**src/rtl/mux_arb_pkg.sv**
```systemverilog
// Shared types and constants for the 4-requester round-robin output mux.
package mux_arb_pkg;
   localparam int NREQ = 4;

   typedef logic [3:0] word_t;
   typedef logic [1:0] sel_t;

   typedef enum logic {
      EMPTY = 1'b0,
      FULL  = 1'b1
   } state_t;
endpackage

```
**src/rtl/mux_4_1.sv**
```systemverilog
// 4:1 word multiplexer built from AND/OR/NOT terms only.
module mux_4_1
   import mux_arb_pkg::*;
(
   input  word_t d0,
   input  word_t d1,
   input  word_t d2,
   input  word_t d3,
   input  sel_t  sel,
   output word_t y
);
   word_t s0;
   word_t s1;

   assign s0 = {4{sel[0]}};
   assign s1 = {4{sel[1]}};

   assign y = (d0 & ~s1 & ~s0) |
              (d1 & ~s1 &  s0) |
              (d2 &  s1 & ~s0) |
              (d3 &  s1 &  s0);
endmodule

```
**src/rtl/mux_4_1_rr_arbiter.sv**
```systemverilog
// Round-robin arbiter feeding a one-entry output register through mux_4_1.
// Optional burst lock on in_last is enabled by defining MUX_ARB_LOCK_EN.
//
// state | meaning
// EMPTY | output register holds no word (out_valid=0)
// FULL  | output register holds a word (out_valid=1)
module mux_4_1_rr_arbiter
   import mux_arb_pkg::*;
(
   input  logic                  clk,
   input  logic                  rst,
   input  logic [NREQ-1:0]       in_valid,
   input  word_t [NREQ-1:0]      in_data,
   input  logic [NREQ-1:0]       in_last,
   output logic [NREQ-1:0]       in_ready,
   output logic                  out_valid,
   output word_t                 out_data,
   output sel_t                  out_sel,
   input  logic                  out_ready
);
   state_t state_q,    state_d;
   word_t  out_data_q, out_data_d;
   sel_t   out_sel_q,  out_sel_d;
   sel_t   rr_last_q,  rr_last_d;
`ifdef MUX_ARB_LOCK_EN
   logic   lock_q,     lock_d;
   sel_t   lock_sel_q, lock_sel_d;
`else
   logic   unused_last;
   assign unused_last = ^in_last;
`endif

   logic   can_load;
   logic   grant_vld;
   sel_t   grant_idx;
   sel_t   cand;
   logic   xfer_in;
   word_t  mux_y;

   always_comb begin
      grant_vld = 1'b0;
      grant_idx = '0;
      cand      = '0;
      for (int k = 1; k <= NREQ; k++) begin
         cand = rr_last_q + sel_t'(k);
         if (!grant_vld && in_valid[cand]) begin
            grant_vld = 1'b1;
            grant_idx = cand;
         end
      end
`ifdef MUX_ARB_LOCK_EN
      // A locked burst owns the channel even while its requester is idle.
      if (lock_q) begin
         grant_vld = 1'b1;
         grant_idx = lock_sel_q;
      end
`endif
   end

   // Holding reset also blocks loading so no requester sees ready.
   assign can_load  = rst & (~out_valid | out_ready);
   assign in_ready  = {NREQ{can_load & grant_vld}} & (4'b0001 << grant_idx);
   assign xfer_in   = |(in_valid & in_ready);
   assign out_valid = (state_q == FULL);
   assign out_data  = out_data_q;
   assign out_sel   = out_sel_q;

   mux_4_1 u_mux (
      .d0  (in_data[0]),
      .d1  (in_data[1]),
      .d2  (in_data[2]),
      .d3  (in_data[3]),
      .sel (grant_idx),
      .y   (mux_y)
   );

   always_comb begin
      state_d    = state_q;
      out_data_d = out_data_q;
      out_sel_d  = out_sel_q;
      rr_last_d  = rr_last_q;
`ifdef MUX_ARB_LOCK_EN
      lock_d     = lock_q;
      lock_sel_d = lock_sel_q;
`endif
      case (state_q)
         EMPTY: if (xfer_in) state_d = FULL;
         FULL:  if (!xfer_in && out_ready) state_d = EMPTY;
         default: state_d = EMPTY;
      endcase
      if (xfer_in) begin
         out_data_d = mux_y;
         out_sel_d  = grant_idx;
`ifdef MUX_ARB_LOCK_EN
         if (in_last[grant_idx]) begin
            lock_d    = 1'b0;
            rr_last_d = grant_idx;
         end else begin
            lock_d     = 1'b1;
            lock_sel_d = grant_idx;
         end
`else
         rr_last_d = grant_idx;
`endif
      end
   end

   always_ff @(posedge clk or negedge rst) begin
      if (!rst) begin
         state_q    <= EMPTY;
         out_data_q <= '0;
         out_sel_q  <= '0;
         rr_last_q  <= 2'd3;
`ifdef MUX_ARB_LOCK_EN
         lock_q     <= 1'b0;
         lock_sel_q <= '0;
`endif
      end else begin
         state_q    <= state_d;
         out_data_q <= out_data_d;
         out_sel_q  <= out_sel_d;
         rr_last_q  <= rr_last_d;
`ifdef MUX_ARB_LOCK_EN
         lock_q     <= lock_d;
         lock_sel_q <= lock_sel_d;
`endif
      end
   end
endmodule
```
**config.mk**
```make
export PLATFORM = sky130hd
export DESIGN_NAME = mux_4_1_rr_arbiter
export DESIGN_NICKNAME = d
export VERILOG_FILES = /design/src/rtl/mux_arb_pkg.sv /design/src/rtl/mux_4_1.sv /design/src/rtl/mux_4_1_rr_arbiter.sv
export SDC_FILE = /design/constraint.sdc
export NUM_CORES = 1
export LEC_CHECK = 0
export ABC_AREA = 1
export ABC_CLOCK_PERIOD_IN_PS = 2600
export CAP_MARGIN = 15
export CORE_MARGIN = 8
export CORE_UTILIZATION = 44
export CTS_BUF_LIST = sky130_fd_sc_hd__clkbuf_8
export DETAILED_ROUTE_END_ITERATION = 6
export PLACE_DENSITY = 0.92
export SLEW_MARGIN = 30
export SYNTH_ARGS = -nofsm -noshare
export SYNTH_HDL_FRONTEND = slang
export SYNTH_HIERARCHICAL = 1
export SYNTH_SLANG_ARGS = --single-unit
```
**constraint.sdc**
```tcl
create_clock -name clk -period 2.6 [get_ports clk]
set_clock_uncertainty 0.15 [all_clocks]
set_input_delay 0.52 -clock clk [delete_from_list [all_inputs] [get_ports clk]]
set_output_delay 0.52 -clock clk [all_outputs]
set_load 0.02 [all_outputs]
```
==> results.txt, run 1 <==
----------------------------------------------------
[Detailed routing]
  Count of unresolved DRC violations after routing ... 0
  Via total after detailed routing ... about 1,000
  Number of detailed-routing iterations run before antenna repair ... 4
  Via/cell ratio ... 4.50
  Total wire length after detailed routing ... 2.58 mm
  Starting DRT DRC Count ... 23
  Post-DRT Antenna Nets ... 0
  Detailed-route wire length per cell ... approximately 12 um

[Placement]
  Placed inst area ... between 0.001 and 0.0015 mm^2
  Number of port buffers ... 33
  Post-place setup slack ... -0.567 ns
  Hpwl dp ... a little under 2 mm
  Weighted congestion at the end of routability-driven global placement ... roughly 0.8

[Yosys]
  Per-instance average area after synthesis ... 6.09 um^2
  Sequential share of the synthesized area ... 0.254
  Post-synthesis instance area ... approximately 900 um^2
  Synth cell count leaders ... 66 x nand2_1, 16 x inv_1, 11 x inv_2, 11 x nand3_1
  Number of flops mapped to enable cells by yosys ... 0
  Distinct cell type count after synthesis ... 20
  Share of synthesized flip-flops with an asynchronous set or reset ... 1.00
  Cell accounting for the most synthesized area ... nand2_1
  Post-synthesis net count ... roughly 170
  YS warnings ... 6
  Leading cell type by number of instances after synthesis ... nand2_1
  Synthesized netlist cell count ... between 100 and 150
  Prevailing post-synth register cell ... dfrtp_1
  Most area-consuming cells after synthesis ... nand2_1 28%, dfrtp_1 20%, inv_1 6.7%, nand2_4 6.3%, nand3_1 6.1%
  Flip-flop and latch count after synthesis ... 9
  Top-area cell type share of the netlist area ... 0.277

[Timing]
  Min Clock Period, post-route ... ~2.6 ns
  Setup total negative slack ... -0.0178 ns
  Fin Hold WS ... approximately 0.34 ns
  Final cycle utilization of the critical path ... 1.00
  Relative slew slack ... 0.845
  Hold violation total from the final report ... 0
  Slew Limit Fails ... 0
  Setup repair after global routing missed its margin ... true
  Pin slew with the least headroom to its limit ... around 0.23 ns
  Total of endpoints with negative setup slack in the final report ... 3
  F_max ... approximately 380 MHz
  Slack of the critical path ... -0.00781 ns

[Worst setup path]
  Req. time, crit path ... 1.93 ns
  Cell repeated most along the worst path ... nand2_2
  Number of cell instances on the worst register-to-register path ... 15
  CP max stage cell ... dfstp_2
  Crit path kind ... reg2out
  Slack of the worst reg-to-reg path ... 0.29 ns
  Number of buffer and inverter stages on the critical path ... 3
  Critical path fanouts, max ... 7
  Critical register-to-register path endpoint ... out_data[3]
  Beginning of the worst register-to-register path ... rr_last_q[0]
  Critical path data arrival time ... around 1.9 ns
  Critical Path Start Type ... flip-flop
  Worst setup EP type ... output pin
  Family with the most delay on the worst path ... flip-flops
  CP max stage delay ... slightly above 0.6 ns
  Cell-by-cell trace of the critical path ... inv_4 -> nand2_2 -> nand2_2 -> o21ai_1 -> inv_1 -> nand3_1 -> nand2_2 -> nand2_2 -> nand2_2 -> nor2_1 -> buf_4

[Floorplanning]
  Effective utilization at floorplan ... 0.461
  Die H ... 61.1 um
  Total die area ... roughly 0.0037 mm^2
  CORE AREA ... 0.00194 mm^2
  I/O pin cnt ... 38
  Row count ... 16
  X dimension of the die ... 61.1 um

[GRT]
  GR Util All Layers ... 0.154
  Number of global-route vias before repair ... about 1,100
  GRT met2 Usage ... 0.281
  GRT met3 Usage ... 0.0501
  Initial antenna violation count ... 0
  Sum of overflow across all layers after global routing ... 0
  Layer with the highest usage ... met2
  Met1 track utilization from global routing ... 0.158
  Pin count of the biggest net entering global routing ... 10
  First-pass GRT wire length ... approximately 4.5 mm

[Power]
  Leakage power ... approximately 0.79 nW
  Worst voltage drop across the vdd grid ... 1.19 mV
  Total power per unit cell area ... around 1500 mW/mm^2

[Final layout]
  Count of nets after finishing ... about 230
  Ratio of cells with drive above 1 in the final layout ... 0.360
  Finished Core Util ... 0.738
  # diodes ... 0
  Area added between synthesis and finish ... 60.1%
  Final standard cell area without fillers ... between 0.001 and 0.0015 mm^2

[CTS]
  Quantity of hold-fixing buffers added after cts ... 0
  Total clock buffers created by CTS ... 3
  Post-CTS clock slew at the launch and capture registers of the worst setup and hold paths ... 0.04 ns
  CTS tree ... built
  Max Buffers Root-to-Sink ... 2
  Clock latency reported for the late side of the worst-skew pair ... ~0.23 ns
  Number of sinks driven by the clock tree ... 9
  Root Driver ... clkbuf_8
  H-tree levels ... 1

[Worst hold path]
  Hold_sp ... out_data[0]
  Worst hold path cell count ... 2
  Sink of the worst hold path ... out_data[0]
  Path type of the worst min-delay path ... reg2reg

[Outcome]
  Failing checks ... negative setup slack
  Run status ... finished, violations left

[Flow run]
  Number of maximum-capacitance constraint violations ... 0

----------------------------------------------------
[how the worst max path moves through the flow]
stage / start / to / slack, ns / depth (start not counted)
floorplan: rr_last_q[0] / in_ready[0] / 0.29 / 11
global placement: in_valid[2] / in_ready[0] / -0.51 / 12
detailed placement: in_valid[3] / in_ready[2] / -0.57 / 11
CTS: rr_last_q[0] / in_ready[3] / -0.02 / 11
global route: rr_last_q[0] / in_ready[3] / -0.14 / 11
finish: rr_last_q[0] / in_ready[0] / -0.008 / 11
[registers in the layout (all words and copies together), names as in the netlist]
register,count
out_data,4
out_valid,1
out_sel,2
rr_last_q,2
[metrics by stage]
| step | power (W) | instances |
|---|---|---|
| 6_report | 0.00210 | 224 |
| 2_1_floorplan | 0.00131 | 147 |
| 4_1_cts | 0.00204 | 222 |
| 3_3_place_gp | 0.00172 | 215 |
| 3_5_place_dp | 0.00177 | 215 |
| 5_1_grt | 0.00231 | 224 |
[cell type report]
type / count / area (um^2)
Clock inverter: 1 / 3.75
Sequential cell: 9 / 228
Timing Repair Buffer: 48 / 443
Inverter: 30 / 125
Clock buffer: 3 / 41.3
Multi-Input combinational cell: 106 / 559
Tap cell: 27 / 33.8
Fill cell: 163 / 508
[routing by layer]
layer	wire, um	vias to the layer above
li1	-	535
met4	17	0
met2	1370	31
met1	1020	439
met3	182	2
met5	0	-
[logic make-up (layout without fill, tap and decap cells)]
| group | Yosys count | after routing | synth area share |
|---|---|---|---|
| flops | 9 | 9 | 0.254 |
| simple gates | 101 | 101 | 0.553 |
| compound gates | 5 | 5 | 0.0307 |
| buf+inv | 32 | 82 | 0.162 |
[report_power, final]
part	internal (W)	switching (W)	total [W]
registers	0.000222	0.0000610	0.000283
clock network	0.000103	0.0000554	0.000158
logic	0.000709	0.000948	0.00166
total	0.00103	0.00106	0.00210
[cell usage in the layout, fill, tap and decap left out, drive strengths merged]
cell type       n
o21a            1
dfstp           2
clkdlybuf4s50  25
nand3          13
inv            31
o21ai           3
dlygate4sd2     4
nand2          78
clkbuf          3
dfrtp           7
nand4           1
buf            19
nor2            9
a21oi           1
[tightest hold or removal path, cell delays in order, from the launching register on]
cell and delay (ns):
dfrtp_1 0.34, nand2_1 0.06, nand2_1 0.05
[repair_timing]
action / in CTS / in global routing
resized for setup: 37 / 6
pin swaps: 16 / 6
setup buffers: 3 / 2
hold endpoints to repair: 0 / 0
endpoints found under the setup margin: 4 / 4
(Power assumes the default switching activity.)
==> run 2: changes to the inputs <==
CTS_CLUSTER_DIAMETER = 120   (was unset)
GPL_ROUTABILITY_DRIVEN = 0   (was unset)
==> results of run 2 <==
No change in the layout: final DEF, timing and power equal those of run 1.
